<file path="config.mk">
export PLATFORM = sky130hd
export DESIGN_NAME = vga_rx
export DESIGN_NICKNAME = d
export VERILOG_FILES = /design/src/rtl/vga_pkg.sv /design/src/rtl/vga_sync_meter.sv /design/src/rtl/vga_rx.sv
export SDC_FILE = /design/constraint.sdc
export NUM_CORES = 1
export LEC_CHECK = 0
export CAP_MARGIN = 20
export CORE_MARGIN = 8
export CORE_UTILIZATION = 46
export DETAILED_ROUTE_END_ITERATION = 10
export PLACE_DENSITY = 0.81
export REMOVE_ABC_BUFFERS = 1
export SYNTH_ARGS = -nofsm -noshare
export SYNTH_HDL_FRONTEND = slang
export SYNTH_HIERARCHICAL = 1
export SYNTH_SLANG_ARGS = --single-unit
</file>
<file path="constraint.sdc">
create_clock -name clk -period 4.6 [get_ports clk]
set_clock_uncertainty 0.1 [all_clocks]
set_input_delay 0.46 -clock clk [delete_from_list [all_inputs] [get_ports clk]]
set_output_delay 0.46 -clock clk [all_outputs]
set_load 0.02 [all_outputs]
</file>
<file path="src/rtl/vga_pkg.sv">
// vga_pkg: shared 640x480@60 mode constants and receiver state type
package vga_pkg;
  localparam int RD = 5;
  localparam int GD = 6;
  localparam int BD = 5;
  localparam int HA = 640;
  localparam int HF = 16;
  localparam int HS = 96;
  localparam int HB = 48;
  localparam int VA = 480;
  localparam int VF = 10;
  localparam int VS = 2;
  localparam int VB = 33;
  localparam int HT = HA + HF + HS + HB;
  localparam int VT = VA + VF + VS + VB;
  typedef enum logic [1:0] {SEEK, ACQ, LOCKED} rx_state_e;
endpackage

</file>
<file path="src/rtl/vga_sync_meter.sv">
// vga_sync_meter: sync edge detect, saturating position counter, period/width check and timeout
module vga_sync_meter #(
  parameter int CW = 12,
  parameter int TOTAL = 800,
  parameter int WIDTH = 96,
  parameter bit TMO = 1'b1
) (
  input  logic          clk,
  input  logic          rst,
  input  logic          sync,
  input  logic          inc,
  output logic          lead,
  output logic [CW-1:0] cnt_n,
  output logic          viol
);
  localparam logic [CW-1:0] MAX = '1;
  logic          sync_q;
  logic          trail;
  logic [CW-1:0] cnt;
  always_comb begin
    lead = sync & ~sync_q;
    trail = ~sync & sync_q;
    cnt_n = lead ? '0 : (inc && cnt != MAX) ? cnt + 1'b1 : cnt;
    viol = (lead && cnt != CW'(TOTAL - 1)) || (trail && cnt != CW'(WIDTH - 1)) ||
           (TMO && !lead && inc && cnt == MAX - 1'b1);
  end
  always_ff @(posedge clk)
    if (rst) begin
      sync_q <= 1'b0;
      cnt <= '0;
    end else begin
      sync_q <= sync;
      cnt <= cnt_n;
    end
endmodule

</file>
<file path="src/rtl/vga_rx.sv">
// vga_rx: VGA receiver recovering frame timing and emitting locked active-area pixels
module vga_rx
  import vga_pkg::*;
#(
  parameter int rd = RD,
  parameter int gd = GD,
  parameter int bd = BD,
  parameter int ha = HA,
  parameter int hf = HF,
  parameter int hs = HS,
  parameter int hb = HB,
  parameter int va = VA,
  parameter int vf = VF,
  parameter int vs = VS,
  parameter int vb = VB,
  parameter bit hpol = 1'b0,
  parameter bit vpol = 1'b0,
  parameter int lock_frames = 2
) (
  input  logic                  clk,
  input  logic                  rst,
  input  logic [rd-1:0]         R,
  input  logic [gd-1:0]         G,
  input  logic [bd-1:0]         B,
  input  logic                  HSync,
  input  logic                  VSync,
  output logic [rd+gd+bd-1:0]   data_o,
  output logic                  valid,
  output logic                  sof,
  output logic                  eol,
  output logic [10:0]           x,
  output logic [10:0]           y,
  output logic                  locked,
  output logic                  err
);
  localparam int DW = rd + gd + bd;
  localparam int HOFF = hs + hb;
  localparam int VOFF = vs + vb;
  localparam int GW = $clog2(lock_frames + 1) + 1;
  logic [DW-1:0] pix1, pix2;
  logic          h1, h2, v1, v2;
  logic          h_lead, v_lead, h_viol, v_viol, act;
  logic [11:0]   hcnt_n, px;
  logic [10:0]   vcnt_n, py;
  logic [GW-1:0] good, good_n, good_inc;
  rx_state_e     state, state_n;
  always_ff @(posedge clk)
    if (rst) {pix1, pix2, h1, h2, v1, v2} <= '0;
    else {pix1, pix2, h1, h2, v1, v2} <= {{R, G, B}, pix1, HSync == hpol, h1, VSync == vpol, v1};
  vga_sync_meter #(.CW(12), .TOTAL(ha + hf + hs + hb), .WIDTH(hs), .TMO(1'b1)) u_h (
    .clk(clk), .rst(rst), .sync(h2), .inc(1'b1), .lead(h_lead), .cnt_n(hcnt_n), .viol(h_viol)
  );
  vga_sync_meter #(.CW(11), .TOTAL(va + vf + vs + vb), .WIDTH(vs), .TMO(1'b0)) u_v (
    .clk(clk), .rst(rst), .sync(v2), .inc(h_lead), .lead(v_lead), .cnt_n(vcnt_n), .viol(v_viol)
  );
  always_comb begin
    good_inc = good + 1'b1;
    state_n = state;
    good_n = good;
    if (state == SEEK) begin
      state_n = v_lead ? ACQ : SEEK;
      good_n = '0;
    end else if (h_viol || v_viol) begin
      state_n = SEEK;
      good_n = '0;
    end else if (state == ACQ && v_lead) begin
      state_n = int'(good_inc) >= lock_frames ? LOCKED : ACQ;
      good_n = good_inc;
    end
    px = hcnt_n - 12'(HOFF);
    py = vcnt_n - 11'(VOFF);
    act = state_n == LOCKED && hcnt_n >= 12'(HOFF) && px < 12'(ha) && vcnt_n >= 11'(VOFF) && py < 11'(va);
  end
  always_ff @(posedge clk)
    if (rst) begin
      state <= SEEK;
      good <= '0;
      data_o <= '0;
      valid <= 1'b0;
      sof <= 1'b0;
      eol <= 1'b0;
      x <= '0;
      y <= '0;
      locked <= 1'b0;
      err <= 1'b0;
    end else begin
      state <= state_n;
      good <= good_n;
      data_o <= pix2;
      valid <= act;
      sof <= act && px == '0 && py == '0;
      eol <= act && px == 12'(ha - 1);
      x <= act ? px[10:0] : x;
      y <= act ? py : y;
      locked <= state_n == LOCKED;
      err <= (h_viol || v_viol) && state != SEEK;
    end
endmodule

</file>
# After elaboration in Yosys (flattened, before gate mapping)
# Cells that the tools add are included.
word_totals:
  reg_bits: 109
  latchBits: 0
  ramBits: 0
  romBits: 0
  in_bits: 20
  out_inout_bits: 43
  wordCells: 84
  n_memories: 0
op_classes:
  addsub: 5
  multipliers: 0
  n_div: 0
  n_lt_le_gt_ge: 5
  eq_ne: 10
  shift: 0
  muxes: 9
  bitwise: 10
  n_reduce_logical: 25
op_table:
  columns: ["op", "count"]
  rows:
  - ["12-bit 2-to-1 mux", 2]
  - ["11-bit 2-to-1 mux", 2]
  - ["1-bit logical AND", 15]
  - ["12-bit by 1-bit adder with 12-bit output, second input constant", 1]
  - ["12-bit by 10-bit == test with 1-bit output, second input constant", 1]
  - ["12-bit == test, second input constant", 1]
  - ["12-bit by 8-bit >= comparator with 1-bit output, second input constant", 1]
  - ["12-bit zero test", 1]
  - ["12-bit by 10-bit < comparator with 1-bit output, second input constant", 1]
  - ["12-bit by 10-bit != test with 1-bit output, second input constant", 1]
  - ["12-bit != test, second input constant", 1]
  - ["12-bit by 7-bit != test with 1-bit output, second input constant", 1]
  - ["12-bit by 8-bit subtractor with 12-bit output, second input constant", 1]
  - ["11-bit by 1-bit adder with 11-bit output, second input constant", 1]
  - ["11-bit by 6-bit >= comparator with 1-bit output, second input constant", 1]
  - ["11-bit zero test", 1]
  - ["11-bit by 9-bit < comparator with 1-bit output, second input constant", 1]
  - ["11-bit by 1-bit != test with 1-bit output, second input constant", 1]
  - ["11-bit by 10-bit != test with 1-bit output, second input constant", 1]
  - ["11-bit != test, second input constant", 1]
  - ["11-bit by 6-bit subtractor with 11-bit output, second input constant", 1]
  - ["2-bit 2-to-1 mux", 4]
  - ["1-bit NOT", 6]
  - ["1-bit bitwise AND", 4]
  - ["other kinds (10)", 13]

# Depth between registers and ports, before layout
logic_depth:
  ltp_word: 15
  depth_mapped: 17
  mapped_depth_nobuf: 13

# By module
# The synthesis kept the hierarchy.
modules_own_cells:
  columns: ["mod", "instances", "cells_per_inst", "area_per_inst_um2", "seq_area_each_um2"]
  rows:
  - ["vga_rx", 1, 323, 3236.9, 1681.6]
  - ["vga_sync_meter at u_h", 1, 103, 779.5, 260.2]
  - ["vga_sync_meter at u_v", 1, 86, 730.7, 240.2]

# Least setup slack after synthesis
# OpenSTA, ideal clock, no wires.
synth_timing:
  path_type: "register -> register"
  start: "reg u_h.sync_q"
  end: "reg x[5]"
  arrival_ns: 3.353
  setup_slack_ns: 1.008
  path_stages_with_launch: 17
  path_buffers: 4
  path_cell_list: "dfxtp_1 nand2b_1 inv_1 clkbuf_1 and4_1 clkbuf_1 o211ai_1 o21ai_0 nor2_1 o41a_1 mux2_4 o221a_1 and4_4 buf_6 buf_8 a21oi_2 a211oi_2"
synth_via:
  word_cells_on_any_way: 27
  cone_classes: "add/sub (2); order compare (4); eq/ne (1); mux (5); bitwise (3); reduce/logical (12)"
synth_rtl:
  columns: ["element", "line", "rtl"]
  rows:
  - ["start, declared", "vga_sync_meter.sv:17", "logic sync_q;"]
  - ["start signal, assigned", "vga_sync_meter.sv:32", "sync_q <= sync;"]
  - ["1-bit NOT *", "vga_sync_meter.sv:21", "lead = sync & ~sync_q;"]
  - ["1-bit bitwise AND *", "vga_sync_meter.sv:21", null]
  - ["via h_lead", "vga_rx.sv:42", "logic h_lead, v_lead, h_viol, v_viol, act;"]
  - ["1-bit logical AND *", "vga_sync_meter.sv:23", "cnt_n = lead ? '0 : (inc && cnt != MAX) ? cnt + 1'b1 : cnt;"]
  - ["11-bit 2-to-1 mux * (2 in series)", "vga_sync_meter.sv:23", null]
  - ["via vcnt_n[4]", "vga_rx.sv:44", "logic [10:0] vcnt_n, py;"]
  - ["11-bit by 6-bit subtractor with 11-bit output or 11-bit by 6-bit >= comparator with 1-bit output (tied branches)", "vga_rx.sv:71, vga_rx.sv:72", null]
  - ["11-bit by 9-bit < comparator with 1-bit output or 1-bit logical AND (tied branches)", "vga_rx.sv:72", "act = state_n == LOCKED && hcnt_n >= 12'(HOFF) && px < 12'(ha) && vcnt_n >= 11'(VOFF) && py < 11'(va);"]
  - ["1-bit logical AND *", "vga_rx.sv:72", null]
  - ["end signal, assigned", "vga_rx.sv:93", "x <= act ? px[10:0] : x;"]
  - ["end, declared", "vga_rx.sv:31", "output logic [10:0] x,"]
# The timed path passes the listed nets; every way through them passes the cells marked *.
# A chain may end at the register's enable or synchronous reset.

# Worst setup path in the final report
layout_timing:
  start: "reg u_v.cnt[1]"
  end: "reg sof"
layout_via:
  word_cells_on_any_way: 24
  cone_classes: "add/sub (2); order compare (2); eq/ne (4); mux (4); reduce/logical (12)"
layout_rtl:
  columns: ["element", "line", "rtl"]
  rows:
  - ["start, declared", "vga_sync_meter.sv:19", "logic [CW-1:0] cnt;"]
  - ["start signal, assigned", "vga_sync_meter.sv:33", "cnt <= cnt_n;"]
  - ["branches (longest 2 deep; another with 11-bit by 1-bit adder with 11-bit output)", null, null]
  - ["11-bit 2-to-1 mux * (2 in series)", "vga_sync_meter.sv:23", null]
  - ["via vcnt_n[1]", "vga_rx.sv:44", null]
  - ["11-bit by 6-bit subtractor with 11-bit output or 11-bit by 6-bit >= comparator with 1-bit output (tied branches)", "vga_rx.sv:71, vga_rx.sv:72", null]
  - ["11-bit by 9-bit < comparator with 1-bit output or 1-bit logical AND (tied branches)", "vga_rx.sv:72", null]
  - ["1-bit logical AND", "vga_rx.sv:72", null]
  - ["1-bit logical AND", "vga_rx.sv:91", "sof <= act && px == '0 && py == '0;"]
  - ["1-bit logical AND *", "vga_rx.sv:91", null]
  - ["end signal, assigned", "vga_rx.sv:80", "sof <= 1'b0;"]
  - ["end signal, assigned", "vga_rx.sv:91", null]
  - ["end, declared", "vga_rx.sv:29", "output logic sof,"]
# Mark *: on every way through the listed nets, which the timed path passes.

==> results.md <==
* Outcome: finished clean
* First-pass GRT wire length at about 18 mm
* Synth Register Bits at roughly 110
* DR WL/cell at roughly 15 µm
* Min-delay src: pix1[9]
* Minimum clock period at between 4000 and 5000 ps
* Critical path, cell by cell: ha_1, nand4_1, o31ai_4, mux2i_1, nor2_1, ha_1, o41a_1, nor3_1, and4_1, o22a_2, nand2_4, nor4_1
* Core area at slightly above 0.01 mm²
* Antenna violations before repair at 0
* Drt total wl at roughly 11 mm
* RR Startpoint: u_v/cnt[1]
* Commonest non-fill, non-tap cell in the layout: dfxtp_1
* Max H-tree Level at 3
* Clock Path Buffers at 2
* Die Height at around 120 µm
* Synth Flop Type: dfxtp_1
* Setup slack after placement at approximately 390 ps
* Worst Hold End: pix2[9]
* Final setup vio count at 0
* EDFF count, synth at 0
* CP top delay family: simple AND/OR/NAND/NOR gates
* Die width at around 120 µm
* Worst VDD drop at 204 µV
* Max Fanout on Critical Path at 16
* Max frequency at 243 MHz
* RSZ-0062 raised after global routing: no
* WHS Path Cells at 1
* Mapped Area at ~0.0047 mm²
* Buf/Inv on CP at 0
* Gate Count Post-Synth at 512
* Clock-pin transition on the worst setup and hold timing paths at 110 ps
* CP required at 4770 ps
* Fin util at between 50% and 60%
* Worst path arrival time at about 4300 ps
* R2r setup slk at around 480 ps
* Gr usage total at between 10% and 20%
* Reg2reg path depth at 12
* DRT iter0 DRCs at 215
* DP Wirelength at 8.22 mm
* Fin. max-slew vios at 0
* Startpoint Class: flip-flop
* Max-slew headroom at approximately half
* Via count at 3,839
* Most frequent cells in the layout: dfxtp_1 (109), clkdlybuf4s50_1 (61), nor2b_1 (58), nor2_1 (58), a21oi_1 (25)
* Post-Syn Area per Cell at a little over 9 µm²
* Routed vias/inst at 5.39
* Top cell by count, worst path: ha_1
* Clk root buf: clkbuf_8
* HP Class: flip-flop to flip-flop
* DRT antenna net count at 0
* Post-synth ARST share at 0%
* Die Area at between 0.01 and 0.015 mm²
* Drt pass-1 iters at 4
* Area contributors post-synth: dfxtp_1 (46%), nor2b_1 (7.6%), nor2_1 (4.6%)
* Slowest-stage cell, CP: o41a_1
* Final #Nets at roughly 600
* Seq/Total Area, Yosys at roughly 46%
* CTS Hold Bufs at 0
* ANT cells at 0
* Synth warn at 6
* R2r endpoint: sof
* Port Buffer Count at 62
* Power per cell area at slightly below 300 mW/mm²
* Power, Total at between 1.5 and 2 mW
* Floorplan row count at 37
* Yosys top cell by area: dfxtp_1
* Post-synth top area share at 46.0%
* GRT Residual Overflow at 0
* Crit end category: flip-flop
* Largest net degree at the start of global routing at 38
* Setup_tns at 0 ps
* I/O pin cnt at 63
* Crit path kind: flip-flop to flip-flop
* Post-CTS setup buffers at 0
* CTS tree: yes
* Routability cong. at between 0.8 and 0.9
* Clock Latency Late Sink at 380 ps
* DRC violations left at 0
* Slew @ Worst Pin at roughly 730 ps
* Endpoints failing hold at 0
* Vias in the first global route at between 3,000 and 4,000
* Area delta synth->final at 19.5%
* Max cap viols at 0
* Sink Count at 109
* Initial core utilization at a little under half
* Unique masters post-synth at 73
* Leak at roughly 2.1 nW
* Layout cell share with drive strength beyond 1 at about a tenth
* CTS Buf Count at 9
* Slowest stage delay, CP at 530 ps
* Setup ws final at around 480 ps
* Fin crit share at 89.6%
## sequential cells by signal (all words and copies together) (netlist names), 2 cells and up
| register | cells |
|---|---|
| pix2 | 16 |
| x | 11 |
| data_o | 16 |
| good | 3 |
| u_h/cnt | 12 |
| state | 2 |
| u_v/cnt | 11 |
| pix1 | 16 |
| y | 11 |
## kinds of logic after synthesis
family,synth area share (%)
simple gates,26.0
flops,46.0
compound gates,15.7
buf+inv,4.32
xor+xnor,3.69
fa+ha+maj,3.16
mux,1.16
other cells,0.0790
## area by class of cell
| class | instances | area, µm² |
|---|---|---|
| Tap cell | 136 | 170 |
| Inverter | 15 | 56.3 |
| Clock inverter | 6 | 62.6 |
| Fill cell | 942 | 4510 |
| Sequential cell | 109 | 2180 |
| Clock buffer | 10 | 138 |
| Timing Repair Buffer | 70 | 676 |
| Multi-Input combinational cell | 366 | 2390 |
## cell usage after synthesis (5+ instances only)
cell / instances
nor2b_1: 58
a21oi_1: 25
nand3_1: 15
nor4_1: 10
clkbuf_1: 18
nand4_1: 9
nor3_1: 13
ha_1: 12
dfxtp_1: 109
inv_1: 15
nand2_1: 18
a31oi_1: 5
nor2_1: 58
o21ai_0: 24
xor2_1: 5
a211oi_1: 8
xnor2_1: 15
## power breakdown
part           leakage [nW]  internal [mW]  total, mW  switching, mW
Sequential            0.888          0.965      0.972        0.00762
Combinational          1.09         0.0419     0.0905         0.0486
Clock                 0.102          0.226      0.581          0.355
Total                  2.08           1.23       1.64          0.411
## stage by stage
stage | hold slack [ps] | std cells | area [µm²]
final | 344 | 712 | 5670
after global routing | 361 | 712 | 5670
after CTS | 348 | 712 | 5670
after detailed placement | 320 | 696 | 5470
after global placement | 316 | 696 | 5470
after floorplan | 314 | 490 | 4620
## worst max path at each step
| stage | slack (ps) | end | from | cells past startpoint |
|---|---|---|---|---|
| 3_3_place_gp | 600 | y[0] | u_v/cnt[0] | 13 |
| 2_1_floorplan | 790 | y[0] | u_v/cnt[0] | 12 |
| 4_1_cts | 380 | y[0] | u_v/cnt[1] | 13 |
| 3_5_place_dp | 390 | y[0] | u_v/cnt[1] | 13 |
| 6_report | 480 | sof | u_v/cnt[1] | 12 |
| 5_1_grt | 100 | sof | u_v/cnt[1] | 12 |
## timing repair
action | in CTS | in global routing
resized for setup | 0 | 1
endpoints found under the setup margin | 0 | 7
hold endpoints to repair | 0 | 0
## routing by layer
metal | up-vias | GRT usage [%] | share of wire, %
met4 | 0 | 5.28 | 1.5
li1 | 1913 | - | -
met2 | 93 | 26.8 | 48
met1 | 1820 | 19.4 | 45
met3 | 13 | 4.17 | 4.9
met5 | - | 0 | 0
Note: power is estimated with default switching activity, not from simulation.
